==> config.mk <==
export PLATFORM = sky130hd
export DESIGN_NAME = joystick_direction_ctrl
export DESIGN_NICKNAME = d
export VERILOG_FILES = /design/src/rtl/joystick_direction_ctrl_pkg.sv /design/src/rtl/joystick_direction_ctrl_debounce.sv /design/src/rtl/joystick_direction_ctrl.sv
export SDC_FILE = /design/constraint.sdc
export NUM_CORES = 1
export LEC_CHECK = 0
export CAP_MARGIN = 20
export CORE_MARGIN = 3
export CORE_UTILIZATION = 45
export DETAILED_ROUTE_END_ITERATION = 7
export DONT_BUFFER_PORTS = 1
export PLACE_DENSITY = 0.71
export SLEW_MARGIN = 20
export SYNTH_ARGS = -nofsm -noshare
export SYNTH_HDL_FRONTEND = slang
export SYNTH_SLANG_ARGS = --single-unit
==> constraint.sdc <==
create_clock -name clk -period 2.9 [get_ports clk]
set_input_delay 0.58 -clock clk [delete_from_list [all_inputs] [get_ports clk]]
set_output_delay 0.58 -clock clk [all_outputs]
set_load 0.005 [all_outputs]
==> src/rtl/joystick_direction_ctrl_pkg.sv <==
// -----------------------------------------------------------------------------
// joystick_direction_ctrl_pkg
// Shared direction/request encoding for the joystick front end and game_logic.
//   dirT : 2-bit committed direction (UP=0, RIGHT=1, DOWN=2, LEFT=3)
//   reqT : 3-bit request, either {1'b0, dir} or REQ_NONE (3'b100)
// Axis comparator pairs are read as {one, two}.
// -----------------------------------------------------------------------------
package joystick_direction_ctrl_pkg;

    typedef logic [1:0] dirT;
    typedef logic [2:0] reqT;

    localparam dirT DIR_UP    = 2'd0;
    localparam dirT DIR_RIGHT = 2'd1;
    localparam dirT DIR_DOWN  = 2'd2;
    localparam dirT DIR_LEFT  = 2'd3;

    localparam reqT REQ_NONE  = 3'b100;

    // Comparator pair patterns, {one, two}; 2'b01 is invalid and reads as centre.
    localparam logic [1:0] AXIS_NEG    = 2'b00;
    localparam logic [1:0] AXIS_CENTRE = 2'b10;
    localparam logic [1:0] AXIS_POS    = 2'b11;

    // Opposite directions differ only in the upper bit.
    function automatic dirT reverseDir(input dirT d);
        return d ^ 2'b10;
    endfunction

    // RIGHT and LEFT are the odd codes.
    function automatic logic isHorizontal(input dirT d);
        return d[0];
    endfunction

    function automatic reqT dirReq(input dirT d);
        return {1'b0, d};
    endfunction

endpackage

==> src/rtl/joystick_direction_ctrl_debounce.sv <==
// -----------------------------------------------------------------------------
// joystick_direction_ctrl_debounce
// Two-stage synchroniser for the asynchronous comparator inputs plus a
// stability filter for the decoded request.
//   clk, reset      : clock, synchronous active-high reset
//   asyncIn         : raw comparator bits (SYNC_W wide)
//   syncOut         : asyncIn after two flops
//   rawReq          : decoded request from the parent (REQ_W wide)
//   stableReq       : request that has been constant for DEBOUNCE_CYCLES cycles
//   stableChanged   : 1-cycle strobe, high in the cycle stableReq takes a new value
// -----------------------------------------------------------------------------
module joystick_direction_ctrl_debounce #(
    parameter int                 SYNC_W          = 4,
    parameter logic [SYNC_W-1:0]  SYNC_INIT       = '0,
    parameter int                 REQ_W           = 3,
    parameter logic [REQ_W-1:0]   REQ_INIT        = '0,
    parameter int                 DEBOUNCE_CYCLES = 250000,
    parameter int                 CNT_W           = 18
) (
    input  logic              clk,
    input  logic              reset,
    input  logic [SYNC_W-1:0] asyncIn,
    output logic [SYNC_W-1:0] syncOut,
    input  logic [REQ_W-1:0]  rawReq,
    output logic [REQ_W-1:0]  stableReq,
    output logic              stableChanged
);

    localparam logic [CNT_W-1:0] CNT_MAX = CNT_W'(DEBOUNCE_CYCLES - 1);

    logic [SYNC_W-1:0] syncMeta;
    logic [SYNC_W-1:0] syncStage;
    logic [REQ_W-1:0]  prevReq;
    logic [CNT_W-1:0]  cnt;
    logic [CNT_W-1:0]  cntNext;
    logic              load;

    assign syncOut = syncStage;

    // NOTE: every signal assigned in always_comb gets a default first, otherwise
    // a path that skips the assignment infers a latch.
    always_comb begin
        cntNext = cnt;
        if (rawReq != prevReq) begin
            cntNext = '0;
        end else if (cnt != CNT_MAX) begin
            cntNext = cnt + 1'b1;
        end
    end

    // stableReq is (re)loaded in the same edge the counter reaches its ceiling.
    assign load = (cntNext == CNT_MAX);

    // NOTE: sequential state uses non-blocking assignments so every flop samples
    // the pre-edge values, independent of statement order.
    always_ff @(posedge clk) begin
        if (reset) begin
            syncMeta      <= SYNC_INIT;
            syncStage     <= SYNC_INIT;
            prevReq       <= REQ_INIT;
            cnt           <= '0;
            stableReq     <= REQ_INIT;
            stableChanged <= 1'b0;
        end else begin
            syncMeta      <= asyncIn;
            syncStage     <= syncMeta;
            prevReq       <= rawReq;
            cnt           <= cntNext;
            stableChanged <= load && (rawReq != stableReq);
            if (load) begin
                stableReq <= rawReq;
            end
        end
    end

endmodule

==> src/rtl/joystick_direction_ctrl.sv <==
// -----------------------------------------------------------------------------
// joystick_direction_ctrl
// Turns four joystick threshold comparators into a debounced, reversal-safe
// snake direction. One turn is held pending and committed on move_tick.
//   clk          : pixel clock
//   reset        : synchronous active-high reset
//   res_x_one/two: X low/high threshold comparators (async)
//   res_y_one/two: Y low/high threshold comparators (async)
//   move_tick    : 1-cycle step pulse from game_logic, consumes the pending turn
//   direction    : committed direction (UP=0, RIGHT=1, DOWN=2, LEFT=3)
//   dir_pending  : a legal turn is waiting for the next move_tick
//   dir_changed  : 1-cycle pulse in the cycle direction takes a new value
// -----------------------------------------------------------------------------
module joystick_direction_ctrl
    import joystick_direction_ctrl_pkg::*;
#(
    parameter int  DEBOUNCE_CYCLES = 250000,
    parameter int  CNT_W           = 18,
    parameter dirT INIT_DIR        = DIR_RIGHT
) (
    input  logic       clk,
    input  logic       reset,
    input  logic       res_x_one,
    input  logic       res_x_two,
    input  logic       res_y_one,
    input  logic       res_y_two,
    input  logic       move_tick,
    output logic [1:0] direction,
    output logic       dir_pending,
    output logic       dir_changed
);

    logic [3:0] syncIn;
    logic [1:0] xAxis;
    logic [1:0] yAxis;
    reqT        xReq;
    reqT        yReq;
    reqT        rawReq;
    reqT        stableReq;
    logic       stableChanged;
    dirT        pendDir;
    dirT        curDir;
    dirT        reqDir;
    logic       commit;
    logic       accept;

    joystick_direction_ctrl_debounce #(
        .SYNC_W          (4),
        .SYNC_INIT       ({AXIS_CENTRE, AXIS_CENTRE}),
        .REQ_W           (3),
        .REQ_INIT        (REQ_NONE),
        .DEBOUNCE_CYCLES (DEBOUNCE_CYCLES),
        .CNT_W           (CNT_W)
    ) debounce (
        .clk           (clk),
        .reset         (reset),
        .asyncIn       ({res_x_one, res_x_two, res_y_one, res_y_two}),
        .syncOut       (syncIn),
        .rawReq        (rawReq),
        .stableReq     (stableReq),
        .stableChanged (stableChanged)
    );

    assign xAxis = syncIn[3:2];
    assign yAxis = syncIn[1:0];

    // Per-axis decode; centre and the invalid pattern both yield no request.
    always_comb begin
        xReq = REQ_NONE;
        yReq = REQ_NONE;
        if (xAxis == AXIS_POS)      xReq = dirReq(DIR_RIGHT);
        else if (xAxis == AXIS_NEG) xReq = dirReq(DIR_LEFT);
        if (yAxis == AXIS_POS)      yReq = dirReq(DIR_UP);
        else if (yAxis == AXIS_NEG) yReq = dirReq(DIR_DOWN);
    end

    // With a diagonal stick the axis perpendicular to travel is the only one
    // that can be a turn, so it takes priority.
    always_comb begin
        rawReq = yReq;
        if (xReq != REQ_NONE && yReq != REQ_NONE) begin
            rawReq = isHorizontal(direction) ? yReq : xReq;
        end else if (xReq != REQ_NONE) begin
            rawReq = xReq;
        end
    end

    // A commit and an acceptance may coincide; the new request is then judged
    // against the direction that is being committed in this same edge.
    assign commit = move_tick && dir_pending;
    assign curDir = commit ? pendDir : direction;
    assign reqDir = stableReq[1:0];
    assign accept = stableChanged && (stableReq != REQ_NONE)
                 && (reqDir != curDir) && (reqDir != reverseDir(curDir));

    // NOTE: pendDir is only meaningful while dir_pending is set, but it is reset
    // anyway so the register never carries X into curDir.
    always_ff @(posedge clk) begin
        if (reset) begin
            direction   <= INIT_DIR;
            pendDir     <= INIT_DIR;
            dir_pending <= 1'b0;
            dir_changed <= 1'b0;
        end else begin
            dir_changed <= commit;
            if (commit) begin
                direction <= pendDir;
            end
            if (accept) begin
                pendDir     <= reqDir;
                dir_pending <= 1'b1;
            end else if (commit) begin
                dir_pending <= 1'b0;
            end
        end
    end

endmodule

==> results.txt, run 1 <==
fmax = 406.7 MHz
final worst path period need = 2.459 ns
clock network latency to the later pin of the worst-skew pair = 0.29 ns
highest-delay cell along the critical path = dfxtp_1
detailed router's first-iteration violation count = 65
post-synthesis cell type with the largest combined area = dfxtp_1
critical hold path startpoint = reset
CP cell instances = ha_1 > nand3_2 > nor3_1 > o2111ai_1 > a2111oi_4 > nand4_2 > mux2_1
area grow syn2layout = 3.616%
max-slew violation total from the final report = 0
Worst Reg-to-Reg Cells = 7
most instantiated library cell after synthesis = dfxtp_1
die height = 71.03 um
proportion of netlist area held by the largest area contributor = 0.4103
number of library cell types mapped by synthesis = 45
skew final = 0.003746 ns
count of unresolved DRC violations after routing = 0
number of cells on the worst hold path = 1
most frequent cells after synthesis = dfxtp_1, nor2_1, nand2_1, xnor2_1, xor2_1
Worst Hold End = direction[1]
max-capacitance violation count = 0
number of antenna violations at the first check in global routing = 0
wire length after detailed routing = 3099 um
largest delay contributor family on the critical path = simple AND/OR/NAND/NOR gates
highest net fanout along the worst path = 7
synthesized flop and latch total = 39
synthesized net count = 219
maximum number of pins on one net before global-route repair = 23
number of I/O port buffers = 0
detailed placer's ending HPWL = 2178 um
Slew Limit Headroom = 0.6526
diodes inserted = 0
Synth async-reset ratio = 0
post-detailed-route via-to-cell ratio = 5.291
die width = 71.03 um
Pwr Density = 486.0 mW/mm2
Final TNS setup = 0 ns
IR drop worst, VDD = 0.0003196 V
critical path capture point type = flip-flop
number of fill cells = 390
kind of launch point of the worst setup path = flip-flop
dominant cells by area after synthesis = dfxtp_1, xnor2_1, nor2_1
Post-CTS Setup Bufs = 0
count of hold-fix buffers inserted at cts = 0
total overflow reported by the global router = 0
first-pass GRT wire length = 5575 um
PostCTS Resize Cnt = 0
standard-cell rows = 23
end of the worst register-to-register path = debounce.stableReq[2]
Place WS = 0.4708 ns
proportion of synthesized chip area in sequential cells = 0.4103
path type of the worst setup path = flip-flop to flip-flop
vias in the first global route = 1291
footprint of the flip-flops and latches = 780.7 um2
Crit path buffers/inverters = 0
H-tree levels = 2
Ys Warns = 0
outcome = finished clean
clock buffer count from CTS = 5
required arrival time at the worst endpoint = 3.07 ns
final standard cell utilization of the core = 0.4894
class of the tightest hold or removal check = primary input to flip-flop
number of enable-type register cells in the synthesized netlist = 0
area occupied by multi-input gates = 0.001006 mm2
slew at the pin closest to its max-slew limit = 0.5171 ns
global router's overall resource usage = 0.1368
CTS tree = built
maximum cell stage delay along the critical path = 0.45 ns
Final Net Count = 217
Pleak = 0.7161 nW
final hold violation count = 0
RSZ-0062 raised after global routing = no
final antenna-violating net count = 0
number of top-level design ports = 11
final setup vio count = 0
post-synthesis average cell area = 9.106 um2
Crit path arrival time = 2.63 ns
first-pass iteration count of the detailed router = 4
register-to-register path setup slack = 0.44 ns
Worst Slack Setup Final = 0.4413 ns
origin of the critical flop-to-flop path = debounce.cnt[0]
Cells after Synth = 209
Clk pin slew, worst setup/hold paths = 0.07 ns
area of the mapped netlist = 0.001903 mm2
fraction of layout cells with a size suffix above 1 = 0.1202
most frequently used flop master after synthesis = dfxtp_1
total number of clock tree sinks = 39
Tcrit/Tclk final = 0.8478
Starting Density = 0.4724
maximum buffer depth of the clock tree = 2
overall via count from detail_route = 1365
CTS Root Cell = clkbuf_8
Wirelength per Cell = 12.01 um
area of the placeable core = 0.004029 mm2
die area = 0.005045 mm2
GP Congestion = 0.9220
[state kept, by name, indices dropped and copies added, names as in the netlist]
| signal | flops |
|---|---|
| debounce.syncOut | 4 |
| debounce.stableChanged | 1 |
| pendDir | 2 |
| direction | 2 |
| debounce.prevReq | 3 |
| dir_pending | 1 |
| dir_changed | 1 |
| debounce.stableReq | 3 |
| debounce.cnt | 18 |
| debounce.syncMeta | 4 |
[worst max path at each step]
| stage | endpoint | cells after the start | start |
|---|---|---|---|
| floorplan | debounce.stableReq[0] | 7 | debounce.cnt[0] |
| global placement | debounce.stableReq[0] | 7 | debounce.cnt[0] |
| detailed placement | debounce.stableReq[1] | 7 | debounce.cnt[0] |
| CTS | debounce.stableReq[2] | 7 | debounce.cnt[0] |
| global route | debounce.stableReq[2] | 7 | debounce.cnt[0] |
| finish | debounce.stableReq[2] | 7 | debounce.cnt[0] |
[cells by family (layout without fill, tap and decap cells)]
| family | after synthesis | count (layout) | share of synthesized area |
|---|---|---|---|
| fa+ha+maj | 3 | 3 | 0.01973 |
| compound gates | 19 | 19 | 0.07561 |
| buf+inv | 18 | 17 | 0.06114 |
| flops | 39 | 39 | 0.4103 |
| xor+xnor | 25 | 25 | 0.1151 |
| mux | 6 | 6 | 0.03353 |
| simple gates | 99 | 99 | 0.2847 |
[where the power goes]
part | switching, mW | internal (mW) | leakage [nW]
logic | 0.0306 | 0.0230 | 0.358
registers | 0.00788 | 0.547 | 0.317
clock network | 0.182 | 0.168 | 0.0412
total | 0.221 | 0.738 | 0.716
[metal layers]
layer | track usage | part of all wire | up-vias
met4 | 0.05010 | 0.016 | 0
li1 | - | - | 702
met2 | 0.2214 | 0.46 | 25
met1 | 0.1765 | 0.49 | 631
met3 | 0.03409 | 0.034 | 7
met5 | 0 | 0 | -
[area by class of cell]
type,count,area share
flip-flops and latches,39,0.3959
clock inverters,2,0.006345
inverters,8,0.01523
well taps,50,0.03173
multi-input cells,152,0.5102
clock buffers,6,0.03680
repair buffers,1,0.003807
[per-stage QoR]
stage	total power, mW	cell area (um2)	hold WS, ns	cells
6_report	0.9583	1972	0.3499	258
5_1_grt	1.005	1972	0.3334	258
4_1_cts	0.9721	1972	0.3420	258
3_5_place_dp	0.6213	1887	0.3937	250
3_3_place_gp	0.6199	1887	0.3912	250
2_1_floorplan	0.6159	1903	0.3895	209
[placed cells by master (no fill, tap or decap), types with 2 or more instances in the layout]
cell type  synthesis  routed
a21oi_1            6       6
and4_1             3       3
nor3_1             8       8
o21ai_0            5       5
nand3_1            7       7
mux2i_1            3       3
nor2b_1            6       6
mux2_1             3       3
nor4_1             4       4
inv_1              8       8
nor2_1            27      27
nand2_1           14      14
or2_2              6       6
nand4_1            7       7
clkbuf_8           1       5
xnor2_1           14      14
nand2b_1           3       3
ha_1               3       3
dfxtp_1           39      39
xor2_1            11      11
and2b_2            3       3
nand4_2            2       2
No activity file was read; power rests on OpenSTA's default activity.
==> run 2, diff against run 1 <==
- PLACE_DENSITY: 0.71 -> 0.73
- clock period: 2.9 -> 2 ns (I/O delays scaled with it)
==> run 2 against run 1 <==
First-iteration DRC count is 75% higher; global-route usage is 3.1 points higher; largest cell class unchanged; count of clock-buffer cells in the layout stayed put; total power is 78% higher; hold slack worse by 0.19 ns; the run now ends with setup timing left; clock skew is 0.0040 ns higher; largest power group unchanged; die area stayed put; sequential share of layout area is 7.0 points lower; register-to-register slack worse by 0.50 ns.
==> results.txt, run 2 (synthesized netlist as in run 1, its figures left out) <==
outcome = complete, but fails checks
violations in the final reports = setup timing
maximum buffer depth of the clock tree = 2
area grow syn2layout = 28.21%
clock network fraction of design power = 0.457
total number of clock tree sinks = 39
Pwr Density = 700.0 mW/mm2
Worst Slack Setup Final = -0.05412 ns
die area = 0.005045 mm2
origin of the critical flop-to-flop path = debounce.cnt[0]
number of placed instances, taps included = 283
Starting Density = 0.4724
final setup vio count = 3
vias in the first global route = 1501
first-pass iteration count of the detailed router = 4
fmax = 486.8 MHz
register with the most flip-flops = debounce.cnt
share of total power in sequential cells = 0.472
Final Instance Count excl. Fillers = 294
Slew Limit Headroom = 0.6546
required arrival time at the worst endpoint = 2.19 ns
Tcrit/Tclk final = 1.027
switching power of the nets = 0.3553 mW
final worst path period need = 2.054 ns
number of antenna violations at the first check in global routing = 0
detailed placer's ending HPWL = 2756 um
class of the tightest hold or removal check = primary input to flip-flop
Worst Reg-to-Reg Cells = 7
final standard cell utilization of the core = 0.6056
CTS tree = built
internal power component = 1.353 mW
Pwr Total = 1.708 mW
Clk pin slew, worst setup/hold paths = 0.08 ns
final antenna-violating net count = 0
area of the placeable core = 0.004029 mm2
IR drop worst, VDD = 0.0004401 V
total overflow reported by the global router = 0
global router's overall resource usage = 0.1678
wire length after detailed routing = 4003 um
overall via count from detail_route = 1536
proportion of total power due to net switching = 0.2080
CTS Root Cell = clkbuf_8
number of I/O port buffers = 0
highest net fanout along the worst path = 6
first-pass GRT wire length = 6686 um
detailed router's first-iteration violation count = 114
register-to-register path setup slack = -0.05 ns
fraction of layout cells with a size suffix above 1 = 0.3566
number of flip-flops in the largest register = 18
Final TNS setup = -0.1574 ns
post-detailed-route via-to-cell ratio = 5.224
GP Congestion = 0.8488
kind of launch point of the worst setup path = flip-flop
count of unresolved DRC violations after routing = 0
clock network latency to the later pin of the worst-skew pair = 0.29 ns
Final Net Count = 253
Worst Hold End = direction[1]
max-slew violation total from the final report = 0
die width = 71.03 um
max-capacitance violation count = 0
clock buffer count from CTS = 5
Wirelength per Cell = 13.62 um
number of cells on the worst hold path = 1
RSZ-0062 raised after global routing = yes
diodes inserted = 0
leading cell type in the layout, fill and taps excluded = buf_4
end of the worst register-to-register path = debounce.stableReq[1]
minimum hold slack = 0.1629 ns
die height = 71.03 um
maximum number of pins on one net before global-route repair = 23
critical hold path startpoint = reset
Pleak = 0.9799 nW
share of total power in combinational logic = 0.071
slew at the pin closest to its max-slew limit = 0.5142 ns
path type of the worst setup path = flip-flop to flip-flop
final hold violation count = 0
skew final = 0.007778 ns
critical path capture point type = flip-flop
number of top-level design ports = 11
standard-cell rows = 23
Crit path arrival time = 2.24 ns
most frequent cells in the layout = buf_4, dfxtp_1, nor2_1
H-tree levels = 2
run 2: cell types whose count changed in the layout (fill, tap and decap cells not counted), moves of 3 or more:
cell and delta:
nor3_1 -3, mux2_4 +3, mux2_1 -3, ha_1 -3, buf_4 +35, dfxtp_1 -8
dfxtp_2 +6
run 2: power groups by stage:
stage | Combinational [mW] | Clock (mW) | Sequential [mW]
finish | 0.122 | 0.781 | 0.805
global route | 0.134 | 0.831 | 0.808
CTS | 0.116 | 0.792 | 0.806
detailed placement | 0.110 | 0 | 0.823
global placement | 0.107 | 0 | 0.823
floorplan | 0.0769 | 0 | 0.823
run 2: cell type report:
| type | instances | area (um2) |
|---|---|---|
| clock buffer | 6 | 72.57 |
| clock inverter | 2 | 60.06 |
| fill | 339 | 1589 |
| inverter | 8 | 30.03 |
| multi-input combinational | 152 | 1129 |
| sequential | 39 | 795.8 |
| tap | 50 | 62.56 |
| timing repair buffer | 37 | 290.3 |
run 2: metal layers:
| layer | up-vias | GRT usage | wire (um) |
|---|---|---|---|
| li1 | 773 | - | - |
| met3 | 11 | 0.04545 | 139 |
| met4 | 0 | 0.07516 | 85 |
| met2 | 32 | 0.2657 | 1928 |
| met5 | - | 0 | 0 |
| met1 | 720 | 0.2135 | 1849 |
run 2: worst max-delay path, stage by stage, from the launching register on:
cell and delay [ns]:
dfxtp_4 0.39, ha_4 0.15, nand3_4 0.12, nor3_4 0.21
o2111ai_2 0.16, a2111oi_4 0.36, nand4_2 0.22, mux2_4 0.34
run 2: per-stage QoR:
stage	worst slack [ns]	instance area, um2
after floorplan	0.002153	1932
after global placement	-0.06651	2173
after detailed placement	-0.1338	2173
after CTS	-0.1406	2349
after global routing	-0.1638	2440
final	-0.05412	2440
run 2: what timing repair did:
item,4_1_cts,5_1_grt
pin swaps,5,5
gates resized for setup,10,17
cloned,0,0
setup buffers,1,2
setup endpoints to repair,3,4
hold buffers,0,0
run 2: worst max-delay path by stage:
stage                              startpoint                    end  slack [ns]  depth (start not counted)
after floorplan           debounce.syncOut[0]  debounce.stableReq[0]       0.002                          8
after global placement        debounce.cnt[0]  debounce.stableReq[1]       -0.07                          7
after detailed placement  debounce.syncOut[1]  debounce.stableReq[0]       -0.13                          8
after CTS                 debounce.syncOut[1]  debounce.stableReq[1]       -0.14                          8
after global routing          debounce.cnt[0]  debounce.stableReq[1]       -0.16                          8
final                         debounce.cnt[0]  debounce.stableReq[1]       -0.05                          7
